===== src/rtl/event_stimulus_player_if.sv =====
// Load bus between an event loader (host or ROM sequencer) and event_stimulus_player.
// The loader drives master; the player takes slave and returns ld_ready.
interface event_stimulus_player_if #(
    parameter int NUM_INPUTS = 1,
    parameter int DATA_W     = 64,
    parameter int TS_W       = 32
);
    logic                         ld_valid;
    logic                         ld_ready;
    logic [TS_W-1:0]              ld_ts;
    logic [NUM_INPUTS-1:0]        ld_mask;
    logic [NUM_INPUTS*DATA_W-1:0] ld_data;

    modport master (
        output ld_valid, ld_ts, ld_mask, ld_data,
        input  ld_ready
    );

    modport slave (
        input  ld_valid, ld_ts, ld_mask, ld_data,
        output ld_ready
    );
endinterface


===== src/rtl/event_stimulus_player.sv =====
// Replays a loaded table of timestamped events as one-cycle new_input pulses for the monitor.
// Optional EVENT_PLAYER_LOOP_EN adds a loop input that restarts replay after the last event.
module event_stimulus_player #(
    parameter int NUM_INPUTS = 1,
    parameter int DATA_W     = 64,
    parameter int DEPTH      = 16,
    parameter int TS_W       = 32
) (
    input  logic                         clk,
    input  logic                         rst,
    input  logic                         en,
`ifdef EVENT_PLAYER_LOOP_EN
    input  logic                         loop,
`endif
    input  logic                         start,
    input  logic                         clear,
    event_stimulus_player_if.slave       ld,
    output logic [NUM_INPUTS*DATA_W-1:0] input_data,
    output logic [NUM_INPUTS-1:0]        new_input,
    output logic                         busy,
    output logic                         done,
    output logic [TS_W-1:0]              time_now,
    output logic [$clog2(DEPTH):0]       evt_count,
    output logic [7:0]                   late_cnt
);
    localparam int AW = $clog2(DEPTH);
    localparam int CW = AW + 1;
    localparam logic [CW-1:0] DEPTH_C = CW'(DEPTH);

    typedef enum logic [1:0] {S_IDLE = 2'd0, S_RUN = 2'd1, S_DONE = 2'd2} state_t;

    state_t                       state_q;
    logic [CW-1:0]                evt_count_q;
    logic [CW-1:0]                rd_ptr_q;
    logic [TS_W-1:0]              time_now_q;
    logic [7:0]                   late_cnt_q;
    logic [NUM_INPUTS-1:0]        new_input_q;
    logic [NUM_INPUTS*DATA_W-1:0] input_data_q;
    logic                         busy_q;
    logic                         done_q;

    logic [TS_W-1:0]              ts_mem_q   [DEPTH];
    logic [NUM_INPUTS-1:0]        mask_mem_q [DEPTH];
    logic [NUM_INPUTS*DATA_W-1:0] data_mem_q [DEPTH];

    logic [AW-1:0]                rd_idx_s;
    logic [TS_W-1:0]              head_ts_s;
    logic [NUM_INPUTS-1:0]        head_mask_s;
    logic [NUM_INPUTS*DATA_W-1:0] head_data_s;
    logic [NUM_INPUTS*DATA_W-1:0] masked_data_s;
    logic                         pending_s;
    logic                         emit_s;
    logic                         late_s;
    logic                         ld_ready_s;
    logic                         load_s;

    // Head-of-table decode, emission qualification and load handshake.
    always_comb begin
        rd_idx_s      = rd_ptr_q[AW-1:0];
        head_ts_s     = ts_mem_q[rd_idx_s];
        head_mask_s   = mask_mem_q[rd_idx_s];
        head_data_s   = data_mem_q[rd_idx_s];
        pending_s     = (rd_ptr_q < evt_count_q);
        late_s        = (head_ts_s < time_now_q);
        masked_data_s = '0;
        for (int k = 0; k < NUM_INPUTS; k++) begin
            if (head_mask_s[k]) begin
                masked_data_s[k*DATA_W +: DATA_W] = head_data_s[k*DATA_W +: DATA_W];
            end else begin
                masked_data_s[k*DATA_W +: DATA_W] = '0;
            end
        end
        if ((state_q == S_RUN) && en && pending_s && (head_ts_s <= time_now_q)) begin
            emit_s = 1'b1;
        end else begin
            emit_s = 1'b0;
        end
        // start wins over a simultaneous load, so ready drops while start is high.
        if ((state_q == S_IDLE) && (evt_count_q < DEPTH_C) && !start) begin
            ld_ready_s = 1'b1;
        end else begin
            ld_ready_s = 1'b0;
        end
        load_s = ld_ready_s && ld.ld_valid && !clear;
    end

    // Event table storage; contents are invalidated by clearing evt_count.
    always_ff @(posedge clk) begin
        if (load_s) begin
            ts_mem_q[evt_count_q[AW-1:0]]   <= ld.ld_ts;
            mask_mem_q[evt_count_q[AW-1:0]] <= ld.ld_mask;
            data_mem_q[evt_count_q[AW-1:0]] <= ld.ld_data;
        end
    end

    // Control FSM with registered replay outputs.
    always_ff @(posedge clk) begin
        if (!rst) begin
            state_q      <= S_IDLE;
            evt_count_q  <= '0;
            rd_ptr_q     <= '0;
            time_now_q   <= '0;
            late_cnt_q   <= 8'd0;
            new_input_q  <= '0;
            input_data_q <= '0;
            busy_q       <= 1'b0;
            done_q       <= 1'b0;
        end else begin
            new_input_q  <= '0;
            input_data_q <= '0;
            case (state_q)
                S_IDLE: begin
                    if (clear) begin
                        evt_count_q <= '0;
                    end else if (start) begin
                        if (evt_count_q == '0) begin
                            state_q <= S_DONE;
                            done_q  <= 1'b1;
                        end else begin
                            state_q    <= S_RUN;
                            busy_q     <= 1'b1;
                            rd_ptr_q   <= '0;
                            time_now_q <= '0;
                            late_cnt_q <= 8'd0;
                        end
                    end else if (load_s) begin
                        evt_count_q <= evt_count_q + 1'b1;
                    end
                end
                S_RUN: begin
                    if (en) begin
                        time_now_q <= time_now_q + 1'b1;
                    end
                    if (emit_s) begin
                        new_input_q  <= head_mask_s;
                        input_data_q <= masked_data_s;
                        rd_ptr_q     <= rd_ptr_q + 1'b1;
                        if (late_s && (late_cnt_q != 8'hFF)) begin
                            late_cnt_q <= late_cnt_q + 8'd1;
                        end
                    end
                    // Table exhausted: the edge after the last emission ends (or restarts) replay.
                    if (!pending_s) begin
`ifdef EVENT_PLAYER_LOOP_EN
                        if (loop) begin
                            rd_ptr_q   <= '0;
                            time_now_q <= '0;
                        end else begin
                            state_q <= S_DONE;
                            busy_q  <= 1'b0;
                            done_q  <= 1'b1;
                        end
`else
                        state_q <= S_DONE;
                        busy_q  <= 1'b0;
                        done_q  <= 1'b1;
`endif
                    end
                end
                S_DONE: begin
                    if (clear) begin
                        state_q     <= S_IDLE;
                        evt_count_q <= '0;
                        done_q      <= 1'b0;
                    end
                end
                default: begin
                    state_q <= S_IDLE;
                    busy_q  <= 1'b0;
                    done_q  <= 1'b0;
                end
            endcase
        end
    end

    assign ld.ld_ready  = ld_ready_s;
    assign input_data   = input_data_q;
    assign new_input    = new_input_q;
    assign busy         = busy_q;
    assign done         = done_q;
    assign time_now     = time_now_q;
    assign evt_count    = evt_count_q;
    assign late_cnt     = late_cnt_q;
endmodule


===== src/flat_wrapper.sv =====
// flat-port wrapper written by rule: the top's interface ports become plain ports
module event_stimulus_player_flat 
#(
    parameter int NUM_INPUTS = 1,
    parameter int DATA_W     = 64,
    parameter int DEPTH      = 16,
    parameter int TS_W       = 32
)
  (clk, rst, en, start, clear, input_data, new_input, busy, done, time_now, evt_count, late_cnt, ld_ld_valid, ld_ld_ts, ld_ld_mask, ld_ld_data, ld_ld_ready);
  event_stimulus_player_if #(.NUM_INPUTS(NUM_INPUTS), .DATA_W(DATA_W), .TS_W(TS_W)) ld_i ();
  input  logic clk;
  input  logic rst;
  input  logic en;
  input  logic start;
  input  logic clear;
  output logic [NUM_INPUTS*DATA_W-1:0] input_data;
  output logic [NUM_INPUTS-1:0] new_input;
  output logic busy;
  output logic done;
  output logic [TS_W-1:0] time_now;
  output logic [$clog2(DEPTH):0] evt_count;
  output logic [7:0] late_cnt;
  input wire logic [$bits(ld_i.ld_valid)-1:0] ld_ld_valid;
  input wire logic [$bits(ld_i.ld_ts)-1:0] ld_ld_ts;
  input wire logic [$bits(ld_i.ld_mask)-1:0] ld_ld_mask;
  input wire logic [$bits(ld_i.ld_data)-1:0] ld_ld_data;
  output wire logic [$bits(ld_i.ld_ready)-1:0] ld_ld_ready;
  assign ld_i.ld_valid = ld_ld_valid;
  assign ld_i.ld_ts = ld_ld_ts;
  assign ld_i.ld_mask = ld_ld_mask;
  assign ld_i.ld_data = ld_ld_data;
  assign ld_ld_ready = ld_i.ld_ready;
  event_stimulus_player #(.NUM_INPUTS(NUM_INPUTS), .DATA_W(DATA_W), .DEPTH(DEPTH), .TS_W(TS_W)) u_core (.clk(clk), .rst(rst), .en(en), .start(start), .clear(clear), .ld(ld_i), .input_data(input_data), .new_input(new_input), .busy(busy), .done(done), .time_now(time_now), .evt_count(evt_count), .late_cnt(late_cnt));
endmodule

===== config.mk =====
export PLATFORM = sky130hd
export DESIGN_NAME = event_stimulus_player_flat
export DESIGN_NICKNAME = d
export VERILOG_FILES = /design/src/rtl/event_stimulus_player_if.sv /design/src/rtl/event_stimulus_player.sv /design/src/flat_wrapper.sv
export SDC_FILE = /design/constraint.sdc
export NUM_CORES = 1
export LEC_CHECK = 0
export CAP_MARGIN = 20
export CORE_MARGIN = 5
export CORE_UTILIZATION = 55
export CTS_CLUSTER_DIAMETER = 30
export DETAILED_ROUTE_END_ITERATION = 10
export GPL_TIMING_DRIVEN = 0
export HOLD_SLACK_MARGIN = 0.06
export PLACE_DENSITY = 0.7
export SYNTH_ARGS = -nofsm -noshare
export SYNTH_HDL_FRONTEND = slang
export SYNTH_SLANG_ARGS = --single-unit

===== constraint.sdc =====
create_clock -name clk -period 10.7 [get_ports clk]
set_clock_uncertainty 0.05 [all_clocks]
set_input_delay 1.07 -clock clk [delete_from_list [all_inputs] [get_ports clk]]
set_output_delay 1.07 -clock clk [all_outputs]
set_load 0.05 [all_outputs]

# == Word-level counts from Yosys, hierarchy flattened ==
# Memories as Yosys holds them, arrays and structs flattened. A register that Yosys moved wholly into a read port is not among the register bits.
# Index checks and enable logic that the tools add are counted.
# totals
regBits,55
latchBits,0
ramBits,1552
mem_bits_ro,0
input_bits,103
out_inout_bits,113
wordCells,104
mem_count,3
# classes
add_sub_neg,4
n_mul,0
n_div,0
order_cmp,4
n_eq_ne,14
shift,0
n_mux,46
n_bitwise,1
n_reduce_logical,24
# mem_list
memory,words,word_bits,rd,rd_ports_with_merged_regs,write_ports,line,source
u_core.data_mem_q,16,64,1,1,1,event_stimulus_player.sv:44,logic [NUM_INPUTS*DATA_W-1:0] data_mem_q [DEPTH];
u_core.ts_mem_q,16,32,1,1,1,event_stimulus_player.sv:42,logic [TS_W-1:0] ts_mem_q [DEPTH];
u_core.mask_mem_q,16,1,1,1,1,event_stimulus_player.sv:43,logic [NUM_INPUTS-1:0] mask_mem_q [DEPTH];
# op_table
op,n
$mux W32,4
$pmux W32 S2,1
$mux W5,8
$mux W8,5
$add A32 B1 Y32 const B,1
$le A32 B32 Y1,1
$lt A32 B32 Y1,1
$pmux W5 S2,2
$reduce_and A5 Y1,4
$mux W4,4
$ne A2 B2 Y1 const B,8
$pmux W8 S2,1
$mux W1,13
$reduce_and A4 Y1,3
$add A5 B1 Y5 const B,2
$mux W2,5
$add A8 B1 Y8 const B,1
$logic_and A1 B1 Y1,8
$ne A8 B8 Y1 const B,1
$pmux W1 S3,2
$pmux W2 S3,1
$reduce_and A6 Y1,1
$logic_not A5 Y1,1
$lt A5 B5 Y1,1
11 further kinds,14

# == Depth between registers and ports, before layout ==
# Gate-level depths: netlist of run 1.
# logic_depth
depth_word,10
ltp_mapped,15
ltp_nobuf,11

# == Least setup slack after synthesis of run 1 ==
# No wires, ideal clock.
# synth_path
kind,input to register
start,input port start
end,memory u_core.data_mem_q[3][0] (netlist bit) (enable)
setup_time_ns,0.672
arrival_ns,9.790
t_required_ns,9.978
slack_ns,0.187
path_stages,5
n_path_buf,0
path_cell_list,nor4_1 nand2_1 nor2_1 nand2_1 nor3_1
# synth_between
elab_chain_cells,7
# synth_lines
element,line,source
start: declaration,flat_wrapper.sv:14,input logic start;
$logic_not A1 Y1,event_stimulus_player.sv:79,if ((state_q == S_IDLE) && (evt_count_q < DEPTH_C) && !start) begin
$logic_and A1 B1 Y1,event_stimulus_player.sv:79,
$mux W1,event_stimulus_player.sv:79,
$logic_and A1 B1 Y1 (2 in series),event_stimulus_player.sv:84,load_s = ld_ready_s && ld.ld_valid && !clear;
$mux W1,event_stimulus_player.sv:89,if (load_s) begin
$mux W1 (not written as such),event_stimulus_player.sv:92,data_mem_q[evt_count_q[AW-1:0]] <= ld.ld_data;
end: declaration,event_stimulus_player.sv:44,
# No other way between the ends.

==> metrics, run 1 <==
Max clock buf depth=4; sw power=~3400 uW; ys flop type=edfxtp_1; top-area cell type share of the netlist area=73.4%; via/cell ratio=around 6.3; CP startpoint kind=register; synth top area cells=edfxtp_1, mux4_2, dfxtp_1; CTS Buf Count=between 300 and 400; fin crit period=6.91 ns; Worst Hold Class=reg -> reg; DRC Markers=2; GRT met2 Usage=between 40 and 50%; HP Start=u_core.late_cnt[1]; number of global-route vias before repair=between 30k and 40k; final instance area=between 80,000 and 90,000 um^2; synthesized cell area=around 63,000 um^2; Mean Syn Cell Area=~23 um^2; I/O pin count=roughly 220; Area Growth Syn to Fin=26.5%; cell taking the most area after synthesis=edfxtp_1; synth unique cells=between 50 and 60; DR iter-0 viols=~3.8k; Filler cells=6,596; Crit Reg-Reg Endpoint=u_core.input_data[52]; switch share=between 10% and 20%; CP Data Arrival Time=7.54 ns; most numerous cell in the Yosys netlist=edfxtp_1; share of layout cells above drive strength 1=a little under a third; Layout Cells excl Fill=~5.2k; met3 track demand over resource=7.12%; Clk network pwr share=56.5%; Clock Latency Late Sink=between 0.8 and 0.9 ns; internal power=between 10,000 and 15,000 uW; GRT Max-Usage Layer=met2; PortBufs=~210; setup violators final=0; Post-synth EDFFs=approximately 1.6k; initial antenna violation count=20; Crit Path Class=reg -> reg; number of max-cap violations=0; power per standard cell area=212 nW/um^2; status=finished with violations; Power, Total=roughly 17,000 uW; dpl ws=~3.6 ns; post-route setup slack=between 3 and 4 ns; FMAX=0.145 GHz; Req. time, crit path=around 11 ns; TritonCTS clock tree=yes; Mapped Cells=roughly 2.8k; placed cell count=~4.6k; unrepaired setup endpoints after global routing=no; transition time of the tightest slew-check pin=between 1 and 1.5 ns; final hold violations=0; Synth Net Count=a little under 3k; normalized max-slew margin=22.4%; GPL Wtd Cong=0.827; R2R Setup Slk=between 3 and 4 ns; register bit total from synthesis=approximately 1.7k; hold_buf cts=0; failing checks=DRC; full die area=around 120,000 um^2; Root Buffer=clkbuf_16; H-tree levels=5; CORE AREA=about 110,000 um^2; sequential power share=between 40% and 50%; GR Layer Usage met1=between 30% and 40%; Register-to-Register Path Depth=15; CTS resizes=0; Worst Hold Path EP=u_core.late_cnt[1]; antenna viol nets, final=0; Starting Density=a little under three fifths; drt total wl=about 160,000 um; WL per Instance=about 32 um; total gr overflow=0; # rows=~120; combinational power share=under 10%; yosys synthesis warning count=0; Die Span Y=approximately 350 um; most instantiated cells after synthesis=edfxtp_1, mux4_2, dfxtp_1, clkbuf_1, nor2b_1; worst-path maximum fanout=10; Post-CTS Setup Bufs=0; pin count of the biggest net entering global routing=25; DP HPWL=96,800 um; endpoint type of the worst setup path=register; P_leak=around 0.026 uW; Async SR Flop Fraction=0%; clock sink count=around 1.7k; sequential-to-total area share from yosys stat=between 70 and 80%; Tot GR Track Use=~27%; Peak VDD IR=about 0.00018 V; Slew Viols, Final=0; first-pass GRT wire length=238,000 um; Placed Area=approximately 70,000 um^2; Pre-Repair DR Iteration Count=9; routed vias=around 33k; clk slew on worst S/H paths=0.05 ns; Horiz. Die Dim=around 350 um; nets@finish=roughly 3.6k; hold path depth=2; crit share post-route=64.6%
[layout by cell type, fill, tap and decap left out, types with 5 or more instances in the layout]
master,synthesis,layout
nand3_1,13,13
inv_1,45,45
nor3_1,16,12
clkinv_4,0,25
clkbuf_1,84,114
a21oi_1,27,27
nand2_1,48,48
clkdlybuf4s50_1,0,214
diode_2,0,8
buf_6,2,44
a31oi_1,6,6
nor2b_1,74,74
mux4_2,485,485
ha_1,43,43
inv_6,0,23
buf_16,0,19
buf_2,11,11
clkbuf_8,0,6
buf_4,1,9
buf_8,0,34
o21ai_0,12,12
clkinv_2,0,32
nor2_1,54,42
nor2_4,0,12
xnor2_1,30,30
edfxtp_1,1552,1552
buf_12,0,39
clkinvlp_4,0,28
or3_1,7,7
clkinv_1,0,43
dfxtp_1,123,123
nand2b_1,5,5
and3_1,16,16
clkinv_8,0,5
nand4_1,15,15
bufinv_16,0,40
buf_1,33,33
clkbuf_16,0,314
[layer usage]
| metal | wire (um) | part of all wire (%) |
|---|---|---|
| met1 | 59100 | 36 |
| met2 | 84000 | 51 |
| met3 | 16300 | 9.9 |
| met4 | 5150 | 3.1 |
| met5 | 122 | 0.074 |
[power by group through the flow]
stage	Sequential, uW	Combinational (uW)	Clock [uW]
2_1_floorplan	7320	65.0	0
3_3_place_gp	7320	193	0
3_5_place_dp	7310	219	0
4_1_cts	7190	224	9710
5_1_grt	7190	241	10100
6_report	7190	227	9620
[critical path, stage by stage, from the launching register on]
cell,delay [ns]
dfxtp_1,0.30
clkbuf_1,0.41
clkbuf_1,0.54
buf_1,0.85
mux4_2,0.61
mux4_2,0.55
ha_1,0.31
nand4_1,0.15
nor4_1,0.56
inv_1,0.12
a311o_1,0.30
and3_1,0.26
nand3_1,0.22
buf_2,0.53
clkbuf_1,0.69
nor2b_1,0.26
[worst max-delay path by stage]
stage	start	endpoint	slack, ns
floorplan	start	u_core.data_mem_q[3][0]	0.19
global placement	start	u_core.data_mem_q[2][58]	-8.00
detailed placement	register	u_core.input_data[54]	3.60
CTS	register	u_core.input_data[55]	3.56
global route	register	u_core.input_data[52]	3.51
finish	register	u_core.input_data[52]	3.79
[sequential cells by signal, indices dropped and copies added (netlist names), named ones only]
register and count:
u_core.data_mem_q 1024, u_core.ts_mem_q 512, u_core.input_data 64, u_core.time_now 32, u_core.mask_mem_q 16, u_core.late_cnt 8
u_core.evt_count 5, u_core.rd_ptr_q 5, u_core.state_q 2, u_core.busy 1, u_core.done 1, u_core.new_input 1
[per-stage QoR]
step	hold slack (ns)	setup TNS (ns)	util [%]
after floorplan	0.421	0	-
after global placement	0.437	-5550.71	58.9
after detailed placement	0.458	0	60.8
after CTS	0.465	0	69.8
after global routing	0.474	0	70.1
final	0.472	0	70.1
[area by class of cell]
class                      count  area, um^2  area share [%]
sequential                  1675       49100            61.1
multi-input combinational    903       13800            17.2
clock buffer                 350        8050            10.0
timing repair buffer         356        4490            5.59
clock inverter               200        2280            2.84
tap                         1512        1890            2.36
buffer                       131         524           0.653
inverter                      45         169           0.210
antenna                        8        20.0          0.0249
[cell families after synthesis]
kind of cell | count (synthesis) | share of synthesized area [%]
muxes | 486 | 17.2
adders and majority gates | 43 | 0.848
AOI/OAI and AO/OA | 78 | 0.844
xor gates and xnor gates | 30 | 0.414
buffers and inverters | 176 | 1.09
and+or+nand+nor | 266 | 2.25
DFF | 1675 | 77.3
Note: power is estimated with default switching activity, not from simulation.
==> run 2: changes to the inputs <==
--- a/config.mk
+++ b/config.mk
@@ -12,7 +12,7 @@
 export DETAILED_ROUTE_END_ITERATION = 10
 export GPL_TIMING_DRIVEN = 0
 export HOLD_SLACK_MARGIN = 0.06
-export PLACE_DENSITY = 0.7
+export PLACE_DENSITY = 0.73
 export SYNTH_ARGS = -nofsm -noshare
 export SYNTH_HDL_FRONTEND = slang
 export SYNTH_SLANG_ARGS = --single-unit
==> constraint.sdc (replaced) <==
create_clock -name clk -period 6.3 [get_ports clk]
set_clock_uncertainty 0.05 [all_clocks]
set_input_delay 0.63 -clock clk [delete_from_list [all_inputs] [get_ports clk]]
set_output_delay 0.63 -clock clk [all_outputs]
set_load 0.05 [all_outputs]
==> run 2 against run 1 <==
  * The run now ends clean
  * Non-clock buffer count is 16 lower
  * Combinational power is 71% higher
  * Design area is 0.45% higher
  * Utilization is 0.32 points higher
  * Maximum frequency is 12% higher
  * Count of clock-buffer cells in the layout is 4 higher
  * Worst setup slack worse by 3.6 ns
  * Sequential power is 70% higher
==> metrics, run 2 (synthesis results as in run 1) <==
H-tree levels=5 (unchanged); Area Growth Syn to Fin=27.1% (was 26.5%); WL per Instance=32.9 um (was 31.8 um); antenna viol nets, final=0 (unchanged); setup violators final=0 (unchanged); share of layout cells above drive strength 1=32.0% (was 31.3%); final hold slack=0.188 ns (was 0.472 ns); Pre-Repair DR Iteration Count=6 (was 9); CP startpoint kind=register (unchanged); TritonCTS clock tree=yes (unchanged); routed vias=33.0k (was 32.7k); drt total wl=170,000 um (was 165,000 um); unrepaired setup endpoints after global routing=no (unchanged); FMAX=0.163 GHz (was 0.145 GHz); Die Span Y=350 um (unchanged); clk slew on worst S/H paths=0.05 ns (about the same); internal power=23,000 uW (was 13,600 uW); Max stage delay cell, worst path=clkbuf_1 (was buf_1); # rows=124 (unchanged); PortBufs=214 (unchanged); CTS Buf Count=310 (was 311); Worst Hold Class=in -> reg (was reg -> reg); Tot GR Track Use=27.9% (was 27.1%); Max clock buf depth=4 (unchanged); most used cell, CP=clkbuf_1 (unchanged); Cell Chain, Critical Path=clkbuf_1 -> clkbuf_1 -> clkbuf_1 -> mux4_2 -> mux4_2 -> ha_1 -> nand4_1 -> nor4_1 -> inv_1 -> a311o_1 -> and3_1 -> nand3_1 -> buf_2 -> buf_2 -> nor2b_1 (was clkbuf_1 -> clkbuf_1 -> buf_1 -> mux4_2 -> mux4_2 -> ha_1 -> nand4_1 -> nor4_1 -> inv_1 -> a311o_1 -> and3_1 -> nand3_1 -> buf_2 -> clkbuf_1 -> nor2b_1); worst-path maximum fanout=10 (unchanged); Crit Reg-Reg Endpoint=u_core.input_data[22] (was u_core.input_data[52]); sw power=5890 uW (was 3390 uW); full die area=122,000 um^2 (unchanged); power per standard cell area=358 nW/um^2 (was 212 nW/um^2); Clk network pwr share=56.4% (was 56.5%); P_leak=0.0257 uW (was 0.0255 uW); Power, Total=28,900 uW (was 17,000 uW); number of max-cap violations=0 (unchanged); DRC Markers=0 (was 2); sequential power share=42.2% (about the same); Slew Viols, Final=0 (unchanged); DR iter-0 viols=3,905 (was 3,751); max incr delay on CP=0.69 ns (was 0.85 ns); total gr overflow=0 (unchanged); status=finished clean (was finished with violations); hold path depth=3 (was 2); crit share post-route=97.5% (was 64.6%); most frequent cells in the layout=edfxtp_1, mux4_2, clkbuf_16 (unchanged); Filler cells=6,381 (was 6,596); normalized max-slew margin=18.4% (was 22.4%); HP Start=rst (was u_core.late_cnt[1]); Clock Latency Late Sink=0.89 ns (was 0.87 ns); R2R Setup Slk=0.16 ns (was 3.79 ns); GPL Wtd Cong=0.841 (was 0.827); switch share=20.4% (was 19.9%); Root Buffer=clkbuf_16 (unchanged); DP HPWL=96,600 um (was 96,800 um); hold_buf cts=0 (unchanged); Req. time, crit path=6.95 ns (was 11.33 ns); combinational power share=1.3% (about the same); max FFs per register=1,024 (unchanged); Peak VDD IR=0.000319 V (was 0.000185 V); setup TNS=0 ns (unchanged); I/O pin count=216 (unchanged); number of global-route vias before repair=34.2k (was 34.4k); CP Data Arrival Time=6.80 ns (was 7.54 ns); nets@finish=3,552 (was 3,569); Worst Hold Path EP=u_core.late_cnt[0] (was u_core.late_cnt[1]); fin crit period=6.14 ns (was 6.91 ns); CORE AREA=115,000 um^2 (unchanged); post-route setup slack=0.157 ns (was 3.79 ns); pin count of the biggest net entering global routing=22 (was 25); Crit Path Class=reg -> reg (unchanged); Register-to-Register Path Depth=15 (unchanged); endpoint type of the worst setup path=register (unchanged); Horiz. Die Dim=350 um (unchanged); Starting Density=55.4% (unchanged); transition time of the tightest slew-check pin=1.22 ns (was 1.16 ns); commonest non-fill, non-tap cell in the layout=edfxtp_1 (unchanged); dpl ws=-0.743 ns (was 3.60 ns); first-pass GRT wire length=243,000 um (was 238,000 um); final hold violations=0 (unchanged); initial antenna violation count=19 (was 20); via/cell ratio=6.39 (was 6.31); clock sink count=1,675 (unchanged)
-- run 2: worst max path at each step --
stage / startpoint / end / slack [ns] / depth (start not counted)
2_1_floorplan: u_core.evt_count[4] / u_core.data_mem_q[11][0] / -1.18 / 5
3_3_place_gp: start / u_core.data_mem_q[6][56] / -6.35 / 6
3_5_place_dp: register / u_core.input_data[22] / -0.74 / 15
4_1_cts: register / u_core.input_data[22] / 0.02 / 15
5_1_grt: register / u_core.input_data[25] / 0.007 / 15
6_report: register / u_core.input_data[22] / 0.16 / 15
-- run 2: repair_timing --
action                     4_1_cts  5_1_grt
setup buffers                    0        0
gates resized for setup         32       42
setup endpoints to repair       64       50
gates cloned                     0        0
pin swaps                        0        0
-- run 2: layout make-up --
| cell class | instances | area, um^2 | area share [%] |
|---|---|---|---|
| flip-flops and latches | 1675 | 49100 | 60.8 |
| multi-input cells | 903 | 13800 | 17.1 |
| clock buffers | 354 | 8050 | 9.98 |
| repair buffers | 340 | 4820 | 5.97 |
| clock inverters | 194 | 2240 | 2.78 |
| well taps | 1512 | 1890 | 2.35 |
| plain buffers | 131 | 577 | 0.715 |
| inverters | 45 | 169 | 0.209 |
| diodes | 10 | 25.0 | 0.0310 |
-- run 2: critical path: cells and delay by family (launching register included) --
kind	cells	cell delay [ns]
buffers and inverters	6	2.66
AND/OR/NAND/NOR	5	1.34
multiplexers	2	0.98
adder cells (fa/ha/maj)	1	0.32
flip-flops	1	0.30
AO/OA/AOI/OAI	1	0.30
-- run 2: power by group through the flow --
stage          Sequential, uW  Combinational [uW]  Clock, uW
2_1_floorplan           12400                 110          0
3_3_place_gp            12400                 326          0
3_5_place_dp            12400                 377          0
4_1_cts                 12200                 383      16500
5_1_grt                 12200                 413      17000
6_report                12200                 389      16300
-- run 2: metrics by stage --
stage	cell area (um^2)	std cells	utilization, %
CTS	80300	5132	70.2
detailed placement	70000	4584	61.1
global route	80600	5158	70.4
finish	80700	5164	70.4
global placement	67500	4480	59.0
floorplan	63500	2754	-
-- run 2: metal layers --
layer	global-route usage, %	share of wire (%)	wire length (um)	vias to the layer above
li1	-	-	-	13100
met1	36.2	36	60300	17300
met2	47.3	51	87200	2264
met3	6.72	10	17000	363
met4	9.23	3.0	5060	16
met5	0	0.059	100	-
